[config.mk]
export PLATFORM = sky130hd
export DESIGN_NAME = psat_au
export DESIGN_NICKNAME = d
export VERILOG_FILES = /design/src/rtl/psat_au.sv
export SDC_FILE = /design/constraint.sdc
export NUM_CORES = 1
export LEC_CHECK = 0
export BUFFER_PORTS_ARGS = -buffer_cell sky130_fd_sc_hd__buf_2
export CAP_MARGIN = 40
export CORE_MARGIN = 2
export CORE_UTILIZATION = 45
export DETAILED_ROUTE_END_ITERATION = 7
export GPL_TIMING_DRIVEN = 1
export HOLD_SLACK_MARGIN = 0.1
export PLACE_DENSITY = 0.71
export SLEW_MARGIN = 25
export SYNTH_ARGS = -nofsm -noshare
export SYNTH_HDL_FRONTEND = slang
export SYNTH_SLANG_ARGS = --single-unit
[constraint.sdc]
create_clock -name clk -period 4.95 [get_ports clk]
set_input_delay 0.2475 -clock clk [delete_from_list [all_inputs] [get_ports clk]]
set_output_delay 0.2475 -clock clk [all_outputs]
set_load 0.02 [all_outputs]
[src/rtl/psat_au.sv]
// rtl/psat_au.sv - two-stage pipelined saturating add/sub unit with packed-lane mode
// Stage 1 holds operands; stage 2 holds the saturated result and flags.

module psat_au #(
    parameter int WIDTH = 16,
    parameter int LANE  = 8
) (
    input  logic             clk,
    input  logic             rst,
    input  logic             in_valid,
    output logic             in_ready,
    input  logic [1:0]       op,
    input  logic [WIDTH-1:0] a,
    input  logic [WIDTH-1:0] b,
    output logic             out_valid,
    input  logic             out_ready,
    output logic [WIDTH-1:0] result,
    output logic             v,
    output logic             n,
    output logic             z,
    output logic             c,
    input  logic             clr_sat,
    output logic             sat_sticky
);

    localparam int NL = WIDTH / LANE;

    logic             s1_valid_q;
    logic [1:0]       s1_op_q;
    logic [WIDTH-1:0] s1_a_q;
    logic [WIDTH-1:0] s1_b_q;

    logic             out_valid_q;
    logic [WIDTH-1:0] result_q, result_d;
    logic             v_q, v_d, n_q, n_d, z_q, z_d, c_q, c_d;
    logic             sat_q, sat_d;
    logic             s2_ready;

    assign s2_ready = ~out_valid_q | out_ready;
    assign in_ready = ~s1_valid_q | s2_ready;

    always_ff @(posedge clk or posedge rst) begin
        if (rst) begin
            s1_valid_q <= 1'b0;
        end else if (in_ready) begin
            s1_valid_q <= in_valid;
        end
    end

    // Operand registers carry no reset: their contents only matter under s1_valid_q.
    always_ff @(posedge clk) begin
        if (in_valid && in_ready) begin
            s1_op_q <= op;
            s1_a_q  <= a;
            s1_b_q  <= b;
        end
    end

    logic             sub, packed_op;
    logic [WIDTH-1:0] bx;
    assign sub       = s1_op_q[0];
    assign packed_op = s1_op_q[1];
    assign bx        = sub ? ~s1_b_q : s1_b_q;

    logic [WIDTH:0]   fsum;
    logic             fv;
    logic [WIDTH-1:0] fres;
    assign fsum = {1'b0, s1_a_q} + {1'b0, bx} + {{WIDTH{1'b0}}, sub};
    assign fv   = (s1_a_q[WIDTH-1] == bx[WIDTH-1]) && (fsum[WIDTH-1] != s1_a_q[WIDTH-1]);
    // On overflow the wrapped sign is the inverse of the true sign.
    assign fres = fv ? {~fsum[WIDTH-1], {(WIDTH-1){fsum[WIDTH-1]}}} : fsum[WIDTH-1:0];

    logic [NL-1:0]    lv, ln, lc;
    logic [WIDTH-1:0] pres;

    for (genvar l = 0; l < NL; l++) begin : g_lane
        logic [LANE-1:0] la, lb;
        logic [LANE:0]   ls;
        assign la    = s1_a_q[l*LANE +: LANE];
        assign lb    = bx[l*LANE +: LANE];
        assign ls    = {1'b0, la} + {1'b0, lb} + {{LANE{1'b0}}, sub};
        assign lv[l] = (la[LANE-1] == lb[LANE-1]) && (ls[LANE-1] != la[LANE-1]);
        assign ln[l] = ls[LANE-1] ^ lv[l];
        assign lc[l] = ls[LANE];
        assign pres[l*LANE +: LANE] = lv[l] ? {~ls[LANE-1], {(LANE-1){ls[LANE-1]}}}
                                            : ls[LANE-1:0];
    end

    always_comb begin
        result_d = packed_op ? pres : fres;
        v_d      = packed_op ? |lv : fv;
        n_d      = packed_op ? ln[NL-1] : (fsum[WIDTH-1] ^ fv);
        c_d      = packed_op ? lc[NL-1] : fsum[WIDTH];
        z_d      = (result_d == '0);
    end

    always_ff @(posedge clk or posedge rst) begin
        if (rst) begin
            out_valid_q <= 1'b0;
            result_q    <= '0;
            v_q         <= 1'b0;
            n_q         <= 1'b0;
            z_q         <= 1'b0;
            c_q         <= 1'b0;
        end else if (s2_ready) begin
            out_valid_q <= s1_valid_q;
            if (s1_valid_q) begin
                result_q <= result_d;
                v_q      <= v_d;
                n_q      <= n_d;
                z_q      <= z_d;
                c_q      <= c_d;
            end
        end
    end

    always_comb begin
        sat_d = sat_q;
        if (out_valid_q && out_ready && v_q) begin
            sat_d = 1'b1;
        end else if (clr_sat) begin
            sat_d = 1'b0;
        end
    end

    always_ff @(posedge clk or posedge rst) begin
        if (rst) begin
            sat_q <= 1'b0;
        end else begin
            sat_q <= sat_d;
        end
    end

    assign out_valid  = out_valid_q;
    assign result     = result_q;
    assign v          = v_q;
    assign n          = n_q;
    assign z          = z_q;
    assign c          = c_q;
    assign sat_sticky = sat_q;

endmodule

======== Word level (Yosys, flattened, before mapping) ========
Cells that the tools add are included.
storage, ports and cells
  flip-flop bits (word level) ............. 57
  bits of input ports ..................... 39
  output and inout port bits .............. 23
  logic and storage cells ................. 52
operators by class
  add/subtract/negate cells ............... 6
  equal/unequal tests ..................... 5
  muxes and demuxes ....................... 10
  bitwise operators ....................... 10
  reductions and logical operators ........ 10
operators by type and width
  cell                                       number
  16-bit two-way mux                         3
  16-bit by 16-bit adder with 17-bit output  1
  17-bit by 1-bit adder with 17-bit output   1
  16-bit zero test                           1
  8-bit two-way mux                          2
  16-bit inverter                            1
  8-bit by 8-bit adder with 9-bit output     1
  9-bit by 1-bit adder with 9-bit output     1
  8-bit by 1-bit adder with 8-bit output     1
  8-bit adder                                1
  1-bit logical AND                          6
  1-bit two-way mux                          5
  1-bit inverter                             5
  1-bit inequality test                      3
  1-bit equality test                        2
  1-bit OR                                   2
  2-bit AND reduction                        1
  2-bit nonzero test                         1
  2-bit OR reduction                         1
  1-bit XOR                                  2

======== Depth between registers and ports, before layout ========
  word-level depth ........................ 9
  mapped depth ............................ 14
  depth with buffers taken out ............ 11

======== Worst setup path before layout ========
No wires, ideal clock.
  path kind ............................... register to register
  start point ............................. reg s1_op_q[0]
  end point ............................... reg z_q (netlist: z)
  setup time .............................. 129 ps
  data arrival time ....................... 3194 ps
  data required time ...................... 4821 ps
  slack ................................... 1626 ps
  cell stages (with the launch flop) ...... 14
  buffers on the path ..................... 3
  period minus slack after synthesis ...... 3324 ps
  cells stage by stage .................... edfxtp_1 -> buf_6 -> buf_1 -> xor2_1 -> ha_1 -> clkbuf_1 -> nand4_1 -> a2111oi_2 -> o21ai_1 -> a21o_1 -> a311o_1 -> or3_1 -> o311ai_1 -> o31ai_2
between the ends
  word-level cells in the longest chain between the ends .. 8
  elaborated cells on any way between the ends .. 23
  classes of those cells .................. add/sub (6); eq/ne (5); mux (5); bitwise (3); reduce/logical (4)
ends and longest elaborated chain
  element                                                                  line    source
  start: declaration                                                       29      logic [1:0] s1_op_q;
  start signal: assignment                                                 53      s1_op_q <= op;
  16-bit two-way mux                                                       63      assign bx = sub ? ~s1_b_q : s1_b_q;
  16-bit by 16-bit adder with 17-bit output, or another cell as far along  68      assign fsum = {1'b0, s1_a_q} + {1'b0, bx} + {{WIDTH{1'b0}}, sub};
  17-bit by 1-bit adder with 17-bit output, or another cell as far along   68
  1-bit inequality test, on equally long branches                          69, 82
  1-bit logical AND, on equally long branches                              69, 82
  16-bit two-way mux or 8-bit two-way mux (tied branches)                  71, 85
  16-bit two-way mux *                                                     90      result_d = packed_op ? pres : fres;
  16-bit zero test *                                                       94      z_d = (result_d == '0);
  end signal: assignment                                                   111     z_q <= z_d;
  end: declaration                                                         35      logic v_q, v_d, n_q, n_d, z_q, z_d, c_q, c_d;
Mark *: on every way between the ends. The rest lies on a longest branch, timed or not.
A chain may end at the register's enable or synchronous reset.

======== Worst setup path in the final report ========
Ends and elaborated chain as after synthesis.

==> reports/results.ini <==
[global_route]
grt_util_met1_pct=28.3
use_met3_pct=2.98
grt_util_all_layers_pct=19.5
grt_pass1_vias=2780
grt_pass1_wl_um=13500
gr-total-overflow=0
antenna_found_initial=0
top_usage_layer=met2
grt_max_degree=35
grtUsageMet2_pct=31.0

[sta]
fin_skew_ps=7.06
slew_viol_final=0
finalSetupViolCount=0
finalSetupTns_ps=0
period_share_pct=76.5
worst_pin_slew_ps=690
fmax_ghz=0.264
relSlewSlack_pct=54.0
fin_crit_ps=3790
rsz0062_at_grt=false
report.final.hold_viol_count=0

[layout]
nets=503
multi_input_area_mm2=0.00187
antennaDiodeCount=0
seq_area_mm2=0.00157
nFillCells=699
utilization_pct=56.5
area_growth_pct=22.3
layout-drive-gt1-share_pct=18.1

[logic_synthesis]
synth_area_mm2=0.00357
synthSimpleGateAreaFrac_pct=14.4
ys_async_sr_fraction_pct=39.3
yosysSeqAreaShare_pct=44.0
avgSynthCellArea_um2=9.89
synthAdderAreaFrac_pct=6.73
synthCells=361
synth_top_family_by_area=compound AO/OA/AOI/OAI gates
synth_ff_type=edfxtp_1
synthXorXnorAreaFrac_pct=6.38
yosys-top-cells-count=nand2_1, edfxtp_1, a21oi_1
yosysMostFrequentCell=nand2_1
synthMuxAreaShare_pct=2.42
synth_top_area_share_pct=28.6
ys_types=65
synth_area_leaders=edfxtp_1, dfrtp_1, ha_1
ys_warn_count=0
synth_enable_flop_cells=34
synth_area_leader_cell=edfxtp_1
synth_nets=418
synth-compound-area-share_pct=22.5
synth_seq_cells=56

[drt]
ant_nets=0
wl_per_cell_um=15.0
drc=0
firstDrtPassIters=5
via_count=2999
finalWirelength_um=8220
drt_iter0_drc=196
via_per_inst=5.46

[clock_network]
htree_levels=2
path_clk_slew_ps=100
cts_inserted_buffers=5
cts_tree=done
postCtsSetupBuffers=0
clock_sinks=56
clock_latency_ps=310
cts_root_buf=clkbuf_8
ctsLongestPathBuffers=2
cts_resized=0

[floorplanning]
coreArea_mm2=0.00773
die_h_um=93.1
die_area_mm2=0.00866
fp-row-count=32
num_io_pins=62
die_w_um=93.1
start_util_pct=46.2

[worst_setup_path]
worst_ep_arrival_time_ps=3980
ff2ff_setup_slack_ps=1160
cp_slowest_cell=edfxtp_1
r2r-end=z$_DFFE_PP0P_
ff2ff_path_depth=11
cp_cell_sequence=buf_8, xor2_1, ha_1, and4_1, nand2_1, o221ai_1, nor3_1, a311o_1, or3_1, o311ai_1, o31ai_2
crit_path_start_kind=flop
endpoint_kind=flop
path_delay_family=compound AO/OA/AOI/OAI gates
slowest_delay_ps=620
r2r_start=s1_op_q[0]$_DFFE_PP_
path_max_fanout=17
crit_buf_inv=1
crit_required_ps=5150
critPathKind=flop to flop

[min_path]
hold_depth=1
hold_path.class=input port to flop
min_to=s1_a_q[9]$_DFFE_PP_
hold_start=a[9]

[power]
powerDensity_mw_per_mm2=344
p_sw_uw=583
ir_worst_vdd_v=0.000131
p_int_uw=920
seqPwrFrac_pct=40.8
switching_share_pct=38.8
leakage_nw=1.82
clockPowerShare_pct=16.6
total_power_mw=1.50
p_comb_share_pct=42.7

[place]
dp_hpwl_um=6040
portBuffers=61
gp_congestion=0.900

[flow_run]
cap_violations=0

[run_status]
status=completed

-- worst max path at each step --
stage	from	endpoint	slack, ps	cells past startpoint
6_report	s1_op_q[0]$_DFFE_PP_	z$_DFFE_PP0P_	1160	11
5_1_grt	s1_op_q[0]$_DFFE_PP_	z$_DFFE_PP0P_	870	11
4_1_cts	s1_op_q[0]$_DFFE_PP_	z$_DFFE_PP0P_	1180	11
3_5_place_dp	s1_op_q[0]$_DFFE_PP_	z$_DFFE_PP0P_	1230	11
3_3_place_gp	s1_op_q[0]$_DFFE_PP_	z$_DFFE_PP0P_	1090	10
2_1_floorplan	s1_op_q[0]$_DFFE_PP_	z$_DFFE_PP0P_	1630	13
-- worst register-to-register path, stage by stage, from the launching register on --
cell and delay, ps:
edfxtp_1 620, buf_8 250, xor2_1 170, ha_1 610
and4_1 340, nand2_1 80, o221ai_1 560, nor3_1 100
a311o_1 340, or3_1 390, o311ai_1 110, o31ai_2 90
-- final cells by class --
class	instances	area share (%)
multi-input combinational	275	42.8
clock inverter	3	0.430
clock buffer	5	1.58
inverter	12	1.03
sequential	56	36.0
tap	102	2.92
timing repair buffer	96	15.2
-- through the flow --
stage	hold WS (ps)	worst slack (ps)	cell area, µm²	instances
2_1_floorplan	237	1630	3570	361
3_3_place_gp	423	1090	3930	507
3_5_place_dp	426	1230	3960	509
4_1_cts	100	1180	4200	532
5_1_grt	101	874	4370	549
6_report	108	1160	4370	549
-- registers in the layout (all words and copies together), names as in the netlist --
| signal | count |
|---|---|
| result | 16 |
| s1_a_q | 16 |
| s1_b_q | 16 |
| c | 1 |
| s1_valid_q | 1 |
| sat_sticky | 1 |
| s1_op_q | 2 |
| v | 1 |
| out_valid | 1 |
| z | 1 |
-- power groups by stage --
stage	Clock (mW)	Combinational, mW	Sequential (mW)
2_1_floorplan	0	0.385	0.681
5_1_grt	0.279	0.707	0.622
4_1_cts	0.258	0.628	0.614
3_3_place_gp	0	0.604	0.623
3_5_place_dp	0	0.615	0.625
6_report	0.249	0.641	0.613
-- layout by cell type, fill, tap and decap left out, types with 12 or more instances in the layout --
master | Yosys | routed
edfxtp_1 | 34 | 34
dlygate4sd3_1 | 0 | 31
xor2_1 | 20 | 20
o21ai_0 | 14 | 14
a21oi_1 | 25 | 25
nor2_1 | 19 | 19
o21ai_1 | 19 | 19
ha_1 | 16 | 16
nand2_1 | 38 | 38
inv_1 | 12 | 12
buf_2 | 4 | 61
dfrtp_1 | 22 | 22
-- what timing repair did --
action / in CTS / in global routing
endpoints found under the hold margin: 36 / 16
endpoints found under the setup margin: 0 / 0
hold buffers: 15 / 16
-- cells by family after synthesis --
kind of cell | after synthesis
mux | 7
flops | 56
simple gates | 105
fa+ha+maj | 18
xor+xnor | 26
buf+inv | 30
compound gates | 119
-- routing by layer --
metal  share of wire [%]  up-vias
met3                 5.1       10
met2                  45      100
met5                   0        -
li1                    -     1515
met4                 1.2        0
met1                  49     1374
Power figures use the tool's default switching activity.
